File: config.mk
export PLATFORM = sky130hd
export DESIGN_NAME = mem_arbiter
export DESIGN_NICKNAME = d
export VERILOG_FILES = /design/src/rtl/mem_arbiter.sv
export SDC_FILE = /design/constraint.sdc
export NUM_CORES = 1
export LEC_CHECK = 0
export BUFFER_PORTS_ARGS = -buffer_cell sky130_fd_sc_hd__buf_2
export CAP_MARGIN = 25
export CORE_MARGIN = 4
export CORE_UTILIZATION = 47
export CTS_CLUSTER_DIAMETER = 60
export DETAILED_ROUTE_END_ITERATION = 8
export GPL_ROUTABILITY_DRIVEN = 1
export GPL_TIMING_DRIVEN = 0
export MAX_ROUTING_LAYER = met4
export PLACE_DENSITY = 0.81
export SETUP_SLACK_MARGIN = 0.02
export SLEW_MARGIN = 20
export SYNTH_ARGS = -nofsm -noshare
export SYNTH_HDL_FRONTEND = slang
export SYNTH_SLANG_ARGS = --single-unit
File: constraint.sdc
create_clock -name clk -period 6.84 [get_ports clk]
set_input_delay 1.368 -clock clk [delete_from_list [all_inputs] [get_ports clk]]
set_output_delay 1.368 -clock clk [all_outputs]
set_load 0.02 [all_outputs]
File: src/rtl/mem_arbiter.sv
// Two-way arbiter sharing one memory port between instruction fetch and data access.
// Optional wait-state timeout enabled by defining MEM_ARB_TIMEOUT_EN.
module mem_arbiter #(
    parameter int MAX_D_STREAK = 4,
    parameter int TIMEOUT      = 255
) (
    input  logic        clk,
    input  logic        rst,
    input  logic        i_req,
    input  logic [31:0] i_addr,
    output logic [31:0] i_rdata,
    output logic        i_ready,
    output logic        i_err,
    input  logic        d_req,
    input  logic        d_we,
    input  logic [31:0] d_addr,
    input  logic [31:0] d_wdata,
    input  logic [3:0]  d_wstrb,
    output logic [31:0] d_rdata,
    output logic        d_ready,
    output logic        d_err,
    output logic        mem_req,
    output logic        mem_we,
    output logic [31:0] mem_addr,
    output logic [31:0] mem_wdata,
    output logic [3:0]  mem_wstrb,
    input  logic [31:0] mem_rdata,
    input  logic        mem_ready,
    output logic        busy,
    output logic        grant_d
);

    typedef enum logic [1:0] {
        IDLE   = 2'd0,
        ACCESS = 2'd1,
        RESP   = 2'd2
    } state_t;

    localparam logic [2:0] STREAK_MAX = 3'(MAX_D_STREAK);

    state_t     state;
    state_t     state_next;
    logic [2:0] streak;
    logic       take_d;
    logic       take_i;
    logic       finish;
    logic       expire;

    generate
        if (MAX_D_STREAK < 1 || MAX_D_STREAK > 7 || TIMEOUT < 1 || TIMEOUT > 255) begin : g_bad_param
            $error("mem_arbiter: parameter out of range");
        end
    endgenerate

`ifdef MEM_ARB_TIMEOUT_EN
    localparam logic [7:0] WAIT_LIMIT = 8'(TIMEOUT);
    logic [7:0] wait_cnt;
`endif

    always_ff @(posedge clk or posedge rst) begin
        if (rst) begin
            state <= IDLE;
        end else begin
            state <= state_next;
        end
    end

    // Data wins unless fetch has been waiting through a full streak of data grants.
    always_comb begin
        state_next = state;
        take_d     = 1'b0;
        take_i     = 1'b0;
        finish     = 1'b0;
        expire     = 1'b0;
        case (state)
            IDLE: begin
                if (d_req && !(i_req && streak == STREAK_MAX)) begin
                    take_d     = 1'b1;
                    state_next = ACCESS;
                end else if (i_req) begin
                    take_i     = 1'b1;
                    state_next = ACCESS;
                end
            end
            ACCESS: begin
                if (mem_ready) begin
                    finish     = 1'b1;
                    state_next = RESP;
                end
`ifdef MEM_ARB_TIMEOUT_EN
                else if (wait_cnt == WAIT_LIMIT) begin
                    expire     = 1'b1;
                    state_next = RESP;
                end
`endif
            end
            RESP:    state_next = IDLE;
            default: state_next = IDLE;
        endcase
    end

    assign busy = (state != IDLE);

    always_ff @(posedge clk or posedge rst) begin
        if (rst) begin
            mem_req   <= 1'b0;
            mem_we    <= 1'b0;
            mem_addr  <= '0;
            mem_wdata <= '0;
            mem_wstrb <= '0;
            grant_d   <= 1'b0;
            streak    <= '0;
            i_rdata   <= '0;
            i_ready   <= 1'b0;
            d_rdata   <= '0;
            d_ready   <= 1'b0;
        end else begin
            if (take_d) begin
                mem_req   <= 1'b1;
                mem_we    <= d_we;
                mem_addr  <= d_addr;
                mem_wdata <= d_wdata;
                mem_wstrb <= d_wstrb;
                grant_d   <= 1'b1;
                if (!i_req) begin
                    streak <= '0;
                end else if (streak != STREAK_MAX) begin
                    streak <= streak + 3'd1;
                end
            end else if (take_i) begin
                mem_req   <= 1'b1;
                mem_we    <= 1'b0;
                mem_addr  <= i_addr;
                mem_wdata <= '0;
                mem_wstrb <= '0;
                grant_d   <= 1'b0;
                streak    <= '0;
            end

            // Completion or timeout releases the port and answers only the owner.
            if (finish || expire) begin
                mem_req   <= 1'b0;
                mem_we    <= 1'b0;
                mem_addr  <= '0;
                mem_wdata <= '0;
                mem_wstrb <= '0;
                if (grant_d) begin
                    d_rdata <= (expire || mem_we) ? '0 : mem_rdata;
                    d_ready <= 1'b1;
                end else begin
                    i_rdata <= expire ? '0 : mem_rdata;
                    i_ready <= 1'b1;
                end
            end

            if (state == RESP) begin
                i_ready <= 1'b0;
                d_ready <= 1'b0;
            end
        end
    end

`ifdef MEM_ARB_TIMEOUT_EN
    // Wait counter restarts with every new grant and counts stalled ACCESS cycles.
    always_ff @(posedge clk or posedge rst) begin
        if (rst) begin
            wait_cnt <= '0;
            i_err    <= 1'b0;
            d_err    <= 1'b0;
        end else begin
            if (take_d || take_i) begin
                wait_cnt <= '0;
            end else if (state == ACCESS && !mem_ready) begin
                wait_cnt <= wait_cnt + 8'd1;
            end
            if (expire) begin
                if (grant_d) begin
                    d_err <= 1'b1;
                end else begin
                    i_err <= 1'b1;
                end
            end else if (state == RESP) begin
                i_err <= 1'b0;
                d_err <= 1'b0;
            end
        end
    end
`else
    assign i_err = 1'b0;
    assign d_err = 1'b0;
`endif

endmodule
==> summary.txt <==
Run status
  • Status: completed

Routing
  • DRC violations left: 0
  • Total Wirelength: 17500 um
  • Vias: 5289
  • 1st-iter DRT viols: 469
  • Via density per instance: 5.34
  • Routed WL per cell: 17.7 um
  • DRT Pass-1 Iters: 5
  • Antenna-violating nets left: 0

Worst hold path
  • Min-Delay Path Depth: 2
  • Worst min path class: flop to flop

Yosys
  • Sequential-to-total area share from yosys stat: 60.1%
  • Post-Synth Adder-Cell Area: 0.423%
  • Synthesized area: 5910 um^2
  • YS warnings: 0
  • Yosys reg bits: 142
  • Avg Inst Size Synth: 11.5 um^2
  • Synth Area in Compound Gates: 13.6%
  • Synth unique cells: 27
  • Syn Inst Count: 515
  • Largest family of logic cells by synthesized area: compound AO/OA/AOI/OAI gates
  • Xor and xnor area share after synthesis: 0.148%
  • Synth Area in Simple Gates: 13.0%
  • Post-synthesis mux area share: 6.28%

Global routing
  • Initial antenna violation count: 0
  • Total track usage: 25.1%
  • Vias in the first global route: 5515
  • Largest net degree at the start of global routing: 74
  • Grt total ovfl: 0
  • First-pass GRT wire length: 27500 um

CTS
  • Setup bufs post-CTS: 0
  • Hold Buf Count CTS: 0
  • Sinks on Clock Net: 142
  • Clock tree root driver cell: clkbuf_16
  • Total CTS buffers: 17
  • Post_cts resized: 0
  • CTS tree: built
  • Clock latency at the later pin of the worst-skew pair: 410 ps
  • H-tree levels: 4
  • Clk pin slew, worst setup/hold paths: 50 ps
  • Longest Clk Path Bufs: 2

Floorplanning
  • I/O pins: 278
  • Die width: 120 um
  • Row count: 40
  • Die area: 14400 um^2
  • Placeable Area: 12200 um^2
  • Die Y: 120 um
  • Initial Utilization: 48.6%

Pwr
  • Total Power: 4.16 mW
  • Max IR drop VDD: 0.000298 V
  • Power Dens Cells: 512 nW/um^2
  • P_leak: 4.28 nW

Placed design
  • Placed cell area: 7540 um^2
  • Dpl hpwl: 13200 um
  • Port bufs: 275
  • GP Congestion: 0.861
  • Pre-CTS setup slack: 3980 ps
  • Placed Cells: 960

STA
  • Hold Vio Cnt, Final: 0
  • Setup-failing EPs final: 0
  • Max-Slew Margin vs Limit: 63.6%
  • Final Skew: 7.53 ps
  • Final Cycle Share: 48.3%
  • Sum Neg Setup Slack: 0 ps
  • Fin. max-slew vios: 0
  • Actual slew at the worst max-slew pin: 542 ps
  • Max Fclk: 302 MHz
  • Final worst path period need: 3310 ps
  • Final WS setup: 3530 ps
  • RSZ-0062 raised after global routing: no
  • Worst hold-check slack: 471 ps

Layout
  • Final Instance Count excl. Fillers: 990
  • Final instance area: 8130 um^2
  • Final core occ: 66.9%
  • Fin nets: 951
  • Commonest cells after routing, fill and taps aside: 289 x buf_2, 142 x dfrtp_1, 65 x nand3_1
  • Inserted Diodes: 0
  • Fill cells: 931
  • Most common cell after layout, fill and taps aside: buf_2
  • P&R area growth vs syn: 37.6%
  • Share of cells above drive strength 1: 44.5%

Worst setup path
  • WP data required: 5470 ps
  • Max incr delay on CP: 400 ps
  • CP Max Fanout: 10
  • Cell mode on critical path: clkbuf_1
  • CP Class: flop to output pin
  • Crit path max-delay family: buffers and inverters
  • CP arrival: 1940 ps
  • Buf/Inv on CP: 4
  • Slowest CP cell: clkbuf_1
  • Crit path cell chain: clkbuf_1, nor2_2, clkbuf_1, inv_1, buf_2
  • Crit path launch type: flop
  • Crit end category: output pin
  • R2R depth: 6
  • Worst path depth: 5

Flow run
  • Max Cap Viol: 0
[synth_stat cells]
library cell	n	share of area, %
and3_1	2	0.21
buf_2	14	1.2
inv_1	37	2.3
nand3_1	65	5.5
nor2b_4	1	0.23
conb_1	1	0.063
buf_4	5	0.63
xor2_1	1	0.15
nor3_1	2	0.17
nand3b_1	1	0.13
a22o_1	39	5.8
nor2_2	2	0.21
nand4b_1	1	0.15
clkbuf_1	21	1.3
dfrtp_1	142	60
a21o_1	2	0.25
nand2b_1	34	3.6
mux2_1	2	0.38
ha_1	2	0.42
nand2_1	37	2.3
buf_6	5	0.95
mux2_2	31	5.9
or3_1	1	0.11
o21ai_0	33	2.8
o221ai_1	32	4.7
nor3b_2	1	0.21
or2_2	1	0.11
[path summary, 6_finish.rpt]
kind,from,endpoint,slack [ps]
worst max-delay path,state[1]$_DFFE_PP0P_,busy,3530
worst min-delay path,mem_req$_DFFE_PP0P_,mem_req$_DFFE_PP0P_,470
worst max register to register,state[1]$_DFFE_PP0P_,mem_addr[10]$_DFFE_PP0P_,5000
worst min register to register,mem_req$_DFFE_PP0P_,mem_req$_DFFE_PP0P_,470
max in group asynchronous,rst,mem_addr[1]$_DFFE_PP0P_,5130
min in group asynchronous,rst,i_rdata[14]$_DFFE_PP0P_,990
[tightest hold or removal path: cells and delay by family, from the launching register on]
| family | cells | cell delay, ps |
|---|---|---|
| DFF | 1 | 340 |
| and+or+nand+nor | 2 | 100 |
[cells by family after synthesis]
group,after synthesis
buffers and inverters,82
xor gates and xnor gates,1
other,1
adders and majority gates,2
DFF,142
AOI/OAI and AO/OA,106
and+or+nand+nor,148
muxes,33
[where the power goes]
group          total, mW  switching (mW)  internal, mW
registers           1.44           0.218          1.22
clock network      0.927           0.339         0.589
logic               1.80            1.12         0.680
total               4.16            1.67          2.49
[state kept, by name (all words and copies together) (netlist names)]
signal / flops
d_rdata: 32
d_ready: 1
grant_d: 1
i_rdata: 32
i_ready: 1
mem_addr: 32
mem_req: 1
mem_wdata: 32
mem_we: 1
mem_wstrb: 4
state: 2
streak: 3
[area by class of cell]
class | instances | area [um^2] | area share, %
Buffer | 45 | 243 | 2.98
Clock buffer | 20 | 457 | 5.61
Clock inverter | 10 | 139 | 1.71
Inverter | 37 | 146 | 1.80
Multi-Input combinational cell | 292 | 1980 | 24.4
Sequential cell | 142 | 3550 | 43.7
Tap cell | 168 | 210 | 2.58
Timing Repair Buffer | 276 | 1400 | 17.3
[per-layer routing]
| layer | track usage [%] | share of wire [%] | routed length (um) |
|---|---|---|---|
| met5 | - | 0 | 0 |
| met1 | 28.9 | 38 | 6650 |
| met2 | 41.8 | 50 | 8700 |
| met3 | 6.41 | 9.1 | 1590 |
| met4 | 11.0 | 3.2 | 561 |
Power figures use the tool's default switching activity.
